**config.mk**
```make
export PLATFORM = sky130hd
export DESIGN_NAME = clock_time_core
export DESIGN_NICKNAME = d
export VERILOG_FILES = /design/src/rtl/clock_pkg.sv /design/src/rtl/clock_time_core_mod_counter.sv /design/src/rtl/clock_time_core.sv
export SDC_FILE = /design/constraint.sdc
export NUM_CORES = 1
export LEC_CHECK = 0
export CORE_AREA = 2 2 100 102
export CTS_CLUSTER_DIAMETER = 150
export DETAILED_ROUTE_END_ITERATION = 7
export DIE_AREA = 0 0 102 104
export SETUP_SLACK_MARGIN = 0.05
export SLEW_MARGIN = 20
export SYNTH_ARGS = -nofsm -noshare
export SYNTH_HDL_FRONTEND = slang
export SYNTH_SLANG_ARGS = --single-unit
```
**constraint.sdc**
```tcl
create_clock -name clk -period 6 [get_ports clk]
set_clock_uncertainty 0.1 [all_clocks]
set_input_delay 1.2 -clock clk [delete_from_list [all_inputs] [get_ports clk]]
set_output_delay 1.2 -clock clk [all_outputs]
set_load 0.02 [all_outputs]
```
**src/rtl/clock_pkg.sv**
```systemverilog
`default_nettype none
// ============================================================================
// clock_pkg : shared widths, field ranges and EN bit positions for the
//             alarm-clock timekeeping datapath.
// Rev 1.0
// ============================================================================
package clock_pkg;

    localparam int HOUR_W    = 5;
    localparam int MIN_W     = 6;
    localparam int HOURS_MAX = 23;
    localparam int MINS_MAX  = 59;
    localparam int SECS_MAX  = 59;

    localparam int EN_TH  = 4;
    localparam int EN_TM  = 3;
    localparam int EN_AH  = 2;
    localparam int EN_AM  = 1;
    localparam int EN_RUN = 0;

endpackage : clock_pkg
`default_nettype wire

```
**src/rtl/clock_time_core_mod_counter.sv**
```systemverilog
`default_nettype none
// ============================================================================
// mod_counter : modulo-(MAX+1) up/down counter with sync clear and carry out.
// Rev 1.0
// ============================================================================
module mod_counter #(
    parameter int           W       = 6,
    parameter int           MAX     = 59,
    parameter logic [W-1:0] RST_VAL = '0
) (
    input  logic         clk,
    input  logic         rst,
    input  logic         inc,
    input  logic         dec,
    input  logic         clr,
    output logic [W-1:0] q,
    output logic         carry
);

    localparam logic [W-1:0] c_max = W'(MAX);

    logic w_step_up;
    logic w_step_dn;

    // Opposing requests cancel; clear dominates both.
    assign w_step_up = inc & ~dec & ~clr;
    assign w_step_dn = dec & ~inc & ~clr;

    always_ff @(posedge clk or posedge rst) begin
        if (rst) begin
            q <= RST_VAL;
        end else if (clr) begin
            q <= '0;
        end else if (w_step_up) begin
            q <= (q == c_max) ? '0 : q + 1'b1;
        end else if (w_step_dn) begin
            q <= (q == '0) ? c_max : q - 1'b1;
        end
    end

    // Asserted on the edge where the count wraps MAX->0 or borrows 0->MAX.
    assign carry = (w_step_up & (q == c_max)) | (w_step_dn & (q == '0));

endmodule : mod_counter
`default_nettype wire

```
**src/rtl/clock_time_core.sv**
```systemverilog
`default_nettype none
// ============================================================================
// clock_time_core : 24 h time-of-day and alarm registers with 1 Hz prescaler,
//                   button adjust and alarm-match flag for the control FSM.
// Rev 1.0
// ============================================================================
module clock_time_core
    import clock_pkg::*;
#(
    parameter int               TICK_DIV    = 100_000_000,
    parameter logic [HOUR_W-1:0] ALARM_RST_H = 5'd7,
    parameter logic [MIN_W-1:0]  ALARM_RST_M = 6'd0
) (
    input  logic              clk,
    input  logic              rst,
    input  logic              adjust,
    input  logic [4:0]        EN,
    input  logic              up,
    input  logic              down,
    output logic [HOUR_W-1:0] hours,
    output logic [MIN_W-1:0]  mins,
    output logic [MIN_W-1:0]  secs,
    output logic [HOUR_W-1:0] al_hours,
    output logic [MIN_W-1:0]  al_mins,
    output logic              Z,
    output logic              tick_1hz
);

    localparam int                   c_presc_w    = (TICK_DIV > 1) ? $clog2(TICK_DIV) : 1;
    localparam logic [c_presc_w-1:0] c_presc_last = c_presc_w'(TICK_DIV - 1);

    logic [c_presc_w-1:0] r_presc;

    always_ff @(posedge clk or posedge rst) begin
        if (rst) begin
            r_presc <= '0;
        end else if (r_presc == c_presc_last) begin
            r_presc <= '0;
        end else begin
            r_presc <= r_presc + 1'b1;
        end
    end

    assign tick_1hz = (r_presc == c_presc_last);

    logic w_up;
    logic w_dn;
    logic w_time_sel;
    logic w_time_adj;
    logic w_run;
    logic w_secs_carry;
    logic w_mins_carry;
    logic w_hours_carry_unused;
    logic w_al_mins_carry_unused;
    logic w_al_hours_carry_unused;

    assign w_up       = adjust & up & ~down;
    assign w_dn       = adjust & down & ~up;
    assign w_time_sel = EN[EN_TH] | EN[EN_TM];
    assign w_time_adj = w_time_sel & (w_up | w_dn);
    // Any time-field select freezes the run path, even without a button.
    assign w_run      = tick_1hz & EN[EN_RUN] & ~w_time_sel;

    mod_counter #(.W(MIN_W), .MAX(SECS_MAX), .RST_VAL('0)) u_secs (
        .clk   (clk),
        .rst   (rst),
        .inc   (w_run),
        .dec   (1'b0),
        .clr   (w_time_adj),
        .q     (secs),
        .carry (w_secs_carry)
    );

    mod_counter #(.W(MIN_W), .MAX(MINS_MAX), .RST_VAL('0)) u_mins (
        .clk   (clk),
        .rst   (rst),
        .inc   ((EN[EN_TM] & w_up) | w_secs_carry),
        .dec   (EN[EN_TM] & w_dn),
        .clr   (1'b0),
        .q     (mins),
        .carry (w_mins_carry)
    );

    // Minute wrap only ripples into hours while running, never while adjusting.
    mod_counter #(.W(HOUR_W), .MAX(HOURS_MAX), .RST_VAL('0)) u_hours (
        .clk   (clk),
        .rst   (rst),
        .inc   ((EN[EN_TH] & w_up) | (w_run & w_mins_carry)),
        .dec   (EN[EN_TH] & w_dn),
        .clr   (1'b0),
        .q     (hours),
        .carry (w_hours_carry_unused)
    );

    mod_counter #(.W(MIN_W), .MAX(MINS_MAX), .RST_VAL(ALARM_RST_M)) u_al_mins (
        .clk   (clk),
        .rst   (rst),
        .inc   (EN[EN_AM] & w_up),
        .dec   (EN[EN_AM] & w_dn),
        .clr   (1'b0),
        .q     (al_mins),
        .carry (w_al_mins_carry_unused)
    );

    mod_counter #(.W(HOUR_W), .MAX(HOURS_MAX), .RST_VAL(ALARM_RST_H)) u_al_hours (
        .clk   (clk),
        .rst   (rst),
        .inc   (EN[EN_AH] & w_up),
        .dec   (EN[EN_AH] & w_dn),
        .clr   (1'b0),
        .q     (al_hours),
        .carry (w_al_hours_carry_unused)
    );

    assign Z = (hours == al_hours) && (mins == al_mins);

endmodule : clock_time_core
`default_nettype wire

```
# Word level (Yosys, flattened, before mapping)
# Cells that the tools add are included.
[word_totals] reg_bits=55 input_bits=10 output_inout_bits=30 word_cells=99
[classes] reduce_logical=10 bitwise=45 n_addsub=10 muxes=20 eq_ne=8
[ops] operator="6-bit two-way mux" count=11
[ops] operator="5-bit two-way mux" count=8
[ops] operator="1-bit bitwise AND" count=28
[ops] operator="27-bit by 1-bit adder with 27-bit output, second input constant" count=1
[ops] operator="27-bit == test, second input constant" count=1
[ops] operator="27-bit two-way mux" count=1
[ops] operator="6-bit by 1-bit adder with 6-bit output, second input constant" count=3
[ops] operator="6-bit == test, second input constant" count=3
[ops] operator="6-bit zero test" count=2
[ops] operator="1-bit inverter" count=12
[ops] operator="6-bit by 1-bit subtractor with 6-bit output, second input constant" count=2
[ops] operator="5-bit by 1-bit adder with 5-bit output, second input constant" count=2
[ops] operator="5-bit == test, second input constant" count=2
[ops] operator="5-bit zero test" count=2
[ops] operator="2-bit nonzero test" count=5
[ops] operator="5-bit by 1-bit subtractor with 5-bit output, second input constant" count=2
[ops] operator="6-bit == test" count=1
[ops] operator="5-bit == test" count=1
[ops] operator="1-bit OR" count=5
[ops] operator="1-bit logical AND" count=1

# Logic depth before layout (Yosys ltp)
[logic_depth] ltp_word=18 mapped_depth=15

# By module
# From an unflattened synthesis, not the netlist that was laid out.
[unflattened] cells_unflattened=501 area_unflattened_um2=4379.2
[by_module_without_submodules] mod="mod_counter (u_al_mins ...)" seq_area_each_um2=150.1 n_inst=3 cells_each=81 area_each_um2=658.1
[by_module_without_submodules] mod="clock_time_core" seq_area_each_um2=675.6 n_inst=1 cells_each=162 area_each_um2=1575.3
[by_module_without_submodules] mod="mod_counter (u_al_hours)" seq_area_each_um2=128.9 n_inst=1 cells_each=48 area_each_um2=416.6
[by_module_without_submodules] mod="mod_counter (u_hours)" seq_area_each_um2=125.1 n_inst=1 cells_each=48 area_each_um2=412.9

# Worst setup path before layout
# No wires, ideal clock.
[synth_path] path_type="input-to-reg" start="input port EN[4]" end="register u_hours.q[3]" stages=14 path_buffers=2 arrival_time_ns=4.317 setup_time_ns=0.095 required_time_ns=5.805 slack_ns=1.487 path_cell_list="or3b_4 > or4_2 > nor2_1 > a22o_1 > ha_1 > clkbuf_1 > a22oi_1 > o21ai_0 > ha_1 > clkbuf_1 > nand2_1 > nor3_1 > a221oi_1 > o31ai_1"
[synth_via] elab_chain_cells=15 elab_cells_between_ends=24
[synth_lines] element="start: declaration" line_no="clock_time_core.sv:17" text="input logic [4:0] EN,"
[synth_lines] element="1-bit OR" line_no="clock_time_core.sv:59" text="assign w_time_sel = EN[EN_TH] | EN[EN_TM];"
[synth_lines] element="1-bit inverter or 1-bit bitwise AND (tied branches)" line_no="clock_time_core.sv:62, clock_time_core.sv:60"
[synth_lines] element="1-bit bitwise AND or 1-bit inverter (tied branches)" line_no="clock_time_core.sv:62, clock_time_core_mod_counter.sv:26"
[synth_lines] element="1-bit bitwise AND" line_no="clock_time_core_mod_counter.sv:26" text="assign w_step_up = inc & ~dec & ~clr;"
[synth_lines] element="1-bit bitwise AND" line_no="clock_time_core_mod_counter.sv:42" text="assign carry = (w_step_up & (q == c_max)) | (w_step_dn & (q == '0));"
[synth_lines] element="1-bit OR" line_no="clock_time_core.sv:77" text=".inc ((EN[EN_TM] & w_up) | w_secs_carry),"
[synth_lines] element="1-bit inverter" line_no="clock_time_core_mod_counter.sv:27" text="assign w_step_dn = dec & ~inc & ~clr;"
[synth_lines] element="1-bit bitwise AND" line_no="clock_time_core_mod_counter.sv:27"
[synth_lines] element="1-bit bitwise AND" line_no="clock_time_core_mod_counter.sv:42"
[synth_lines] element="1-bit OR" line_no="clock_time_core_mod_counter.sv:42"
[synth_lines] element="1-bit bitwise AND" line_no="clock_time_core.sv:88" text=".inc ((EN[EN_TH] & w_up) | (w_run & w_mins_carry)),"
[synth_lines] element="1-bit OR" line_no="clock_time_core.sv:88"
[synth_lines] element="1-bit inverter" line_no="clock_time_core_mod_counter.sv:27"
[synth_lines] element="1-bit bitwise AND" line_no="clock_time_core_mod_counter.sv:27"
[synth_lines] element="2-bit nonzero test (no line)"
[synth_lines] element="end signal: assignment" line_no="clock_time_core_mod_counter.sv:35" text="q <= (q == c_max) ? '0 : q + 1'b1;"
[synth_lines] element="end signal: assignment" line_no="clock_time_core_mod_counter.sv:37" text="q <= (q == '0) ? c_max : q - 1'b1;"
[synth_lines] element="end: declaration" line_no="clock_time_core_mod_counter.sv:16" text="output logic [W-1:0] q,"
# Several ways; a longest one is shown, not always the timed one.
# A chain may end at the register's enable or synchronous reset.

# Final worst setup path
[layout_path] start="input port EN[3]" end="register u_hours.q[4]"
[layout_via] elab_chain_cells=15 elab_cells_between_ends=24
[layout_lines] element="1-bit OR" line_no="clock_time_core.sv:59"
[layout_lines] element="1-bit inverter or 1-bit bitwise AND (tied branches)" line_no="clock_time_core.sv:62, clock_time_core.sv:60"
[layout_lines] element="1-bit bitwise AND or 1-bit inverter (tied branches)" line_no="clock_time_core.sv:62, clock_time_core_mod_counter.sv:26"
[layout_lines] element="1-bit bitwise AND" line_no="clock_time_core_mod_counter.sv:26"
[layout_lines] element="1-bit bitwise AND" line_no="clock_time_core_mod_counter.sv:42"
[layout_lines] element="1-bit OR" line_no="clock_time_core.sv:77"
[layout_lines] element="1-bit inverter" line_no="clock_time_core_mod_counter.sv:27"
[layout_lines] element="1-bit bitwise AND" line_no="clock_time_core_mod_counter.sv:27"
[layout_lines] element="1-bit bitwise AND" line_no="clock_time_core_mod_counter.sv:42"
[layout_lines] element="1-bit OR" line_no="clock_time_core_mod_counter.sv:42"
[layout_lines] element="1-bit bitwise AND *" line_no="clock_time_core.sv:88"
[layout_lines] element="1-bit OR *" line_no="clock_time_core.sv:88"
[layout_lines] element="1-bit inverter" line_no="clock_time_core_mod_counter.sv:27"
[layout_lines] element="1-bit bitwise AND" line_no="clock_time_core_mod_counter.sv:27"
[layout_lines] element="2-bit nonzero test (no line)"
# Every way passes the cells marked *; elsewhere a longest branch is shown, timed or not.

==> metrics.csv <==
metric,value,unit
Setup crit end kind,flip-flop,
synth warn,0,
Fin Setup TNS,0,ns
setup violators final,0,
power per cell area,359.3,nW/um^2
PortBufs,39,
Crit Path Class,input port to flip-flop,
clock slew at reported path FFs,0.10,ns
Ports,40,
"Top FF cell, synth",dfrtp_1,
Final #Nets,482,
fraction of registers with async set or reset after synthesis,100.0,%
Core ar.,9549,sq um
total global-route track usage,18.00,%
post_cts resized,0,
critical path's slowest cell,or4b_2,
#FFs+latches synth,55,
crit path launch type,input port,
cts bufs inserted,5,
Die X,102,microns
Min Hold Slack,0.3941,ns
Starting DRT DRC Count,158,
Max Freq,210.1,MHz
first-pass GRT wire length,15810,microns
post-synth cell types,66,
Final Slew Violations,0,
Antenna Violating Nets Remaining,0,
detailed placement HPWL,6408,microns
post-synthesis sequential area ratio,36.96,%
Starting Density,39.10,%
# hold bufs at CTS,0,
Root Buffer,clkbuf_8,
number of synthesized flops with an enable pin,0,
Hold Crit Class,flip-flop to flip-flop,
fin crit share,79.34,%
GPL Wtd Cong,0.8287,
total number of vias,3356,
Final Util,45.18,%
fin crit period,4.760,ns
DP Worst Slack,0.9119,ns
Fin. Hold Viols,0,
Post-Syn Area per Cell,8.663,sq um
die area,10610,sq um
Via density,5.688,
largest net degree at the start of global routing,56,
RSZ-0062 raised after global routing,false,
share of cells above drive strength 1,5.033,%
outcome,"finished, final reports clean",
Synth Instances,431,
initial antenna violation count,0,
H-tree Lvls,2,
worst slew pin tran,0.7254,ns
VDD IR max,147.7,uV
syn nets,457,
area grow syn2layout,15.55,%
Overflow after GRT,0,
clock sinks,55,
crit path DAT,4.91,ns
CP max stage delay,0.69,ns
num rows,36,
Max-Cap Viols,0,
Crit Path Max Fanout,10,
critical-path cell list,clkdlybuf4s50_1 > or3b_4 > or4_2 > nor2_1 > a22oi_1 > ha_1 > a22oi_1 > o21ai_0 > ha_1 > or4b_2 > a21oi_1 > nor2_1 > a21oi_1,
TritonCTS clock tree,done,
WL per Instance,15.17,microns
final worst-path setup slack,1.240,ns
leak pwr,0.001658,uW
mapped cell area,3734,sq um
"Setup Fix Bufs, Post-CTS",0,
n_diodes,0,
Worst EP required,6.15,ns
DRC,0,
Rel. slew slack,51.64,%
chip height,104,microns
clock buffer depth,2,
Worst-Skew Late Latency,0.32,ns
vias in the first global route,3348,
Routed WL,8949,microns
drt pass-1 iters,5,
## power by group
part / switching, uW / internal (uW) / leakage (uW)
logic: 329 / 345 / 0.000907
clock network: 137 / 84.0 / 0.0000408
registers: 208 / 446 / 0.000709
total: 674 / 876 / 0.00166
## cell families (layout without fill, tap and decap cells)
kind of cell | count (synthesis) | count (layout) | share of synthesized area (%)
DFF | 55 | 55 | 36.96
muxes | 4 | 4 | 1.072
buffers and inverters | 47 | 73 | 4.758
and+or+nand+nor | 169 | 169 | 24.77
AOI/OAI and AO/OA | 105 | 105 | 18.87
adders and majority gates | 16 | 16 | 5.362
xor gates and xnor gates | 35 | 35 | 8.210
## state kept, by name, indices dropped and copies added, names as in the netlist
name / cells
u_al_mins.q: 6
r_presc: 27
u_hours.q: 5
u_al_hours.q: 5
u_secs.q: 6
u_mins.q: 6
## routing by layer
metal / vias up / share of wire [%] / GRT usage (%)
met3: 16 / 3.6 / 2.688
met4: 0 / 2.0 / 5.905
met2: 82 / 50 / 29.98
met5: - / 0 / 0
met1: 1621 / 44 / 23.75
li1: 1637 / - / -
## layout by cell type, fill, tap and decap left out, types with 6 or more instances in the layout
cell type and count:
nand3_1 21, nand4_1 12, o31ai_1 12, nand2_1 36, or4_1 7, xnor2_1 18, nor2_1 23, ha_1 16
nor3_1 18, a21oi_1 20, nor4_1 9, inv_1 22, clkdlybuf4s50_1 39, xor2_1 17, o21ai_0 26, and3_1 6
dfrtp_1 52, nor2b_1 9
## worst paths after layout
path                                       from                        to  slack, ns  cells past startpoint
min in group asynchronous                   rst   u_mins.q[1]$_DFFE_PP0P_       1.28                      3
min                        r_presc[0]$_DFF_PP0_      r_presc[0]$_DFF_PP0_       0.39                      1
min reg2reg                r_presc[0]$_DFF_PP0_      r_presc[0]$_DFF_PP0_       0.39                      1
max reg2reg                r_presc[0]$_DFF_PP0_  u_hours.q[4]$_DFFE_PP0P_       2.07                     13
max                                       EN[3]  u_hours.q[4]$_DFFE_PP0P_       1.24                     13
max in group asynchronous                   rst      r_presc[0]$_DFF_PP0_       4.03                      3
## synthesized netlist by cell type, drive strengths merged (2+ instances only)
cell	count	area share [%]
a211oi	4	0.80
a21oi	20	2.7
a221oi	2	0.47
a22o	3	0.70
a22oi	2	0.40
a311oi	3	0.70
a31oi	5	0.84
and2	3	0.50
and3	6	1.0
and4	5	1.2
buf	4	0.44
clkbuf	20	2.0
dfrtp	52	35
dfstp	3	2.1
ha	16	5.4
inv	23	2.3
mux2i	4	1.1
nand2	36	3.6
nand2b	2	0.34
nand3	21	2.8
nand4	12	2.0
nand4b	3	0.70
nor2	23	2.3
nor2b	9	1.5
nor3	18	2.4
nor4	9	1.5
o211ai	3	0.60
o21a	3	0.60
o21ai	26	3.5
o21bai	2	0.40
o22ai	2	0.34
o31ai	12	2.4
or3	5	0.84
or3b	2	0.54
or4	9	1.9
xnor2	18	4.2
xor2	17	4.0
## layout make-up
type / count / area (sq um)
fill: 954 / 5235
multi-input combinational: 329 / 2176
sequential: 55 / 1380
timing repair buffer: 42 / 412.9
tap: 133 / 166.4
inverter: 23 / 86.33
clock buffer: 5 / 68.82
clock inverter: 3 / 23.77
## metrics by stage
stage / instance area [sq um] / total power, uW / instances
floorplan: 3734 / 1085 / 431
global placement: 4222 / 1318 / 582
detailed placement: 4222 / 1335 / 582
CTS: 4314 / 1560 / 590
global route: 4314 / 1676 / 590
finish: 4314 / 1550 / 590
## critical path: cells and delay by family
| family | cells | cell delay (ns) |
|---|---|---|
| adders and majority gates | 2 | 0.58 |
| buffers and inverters | 1 | 0.49 |
| and+or+nand+nor | 5 | 2.01 |
| AOI/OAI and AO/OA | 5 | 0.63 |
Note: power is estimated with default switching activity, not from simulation.
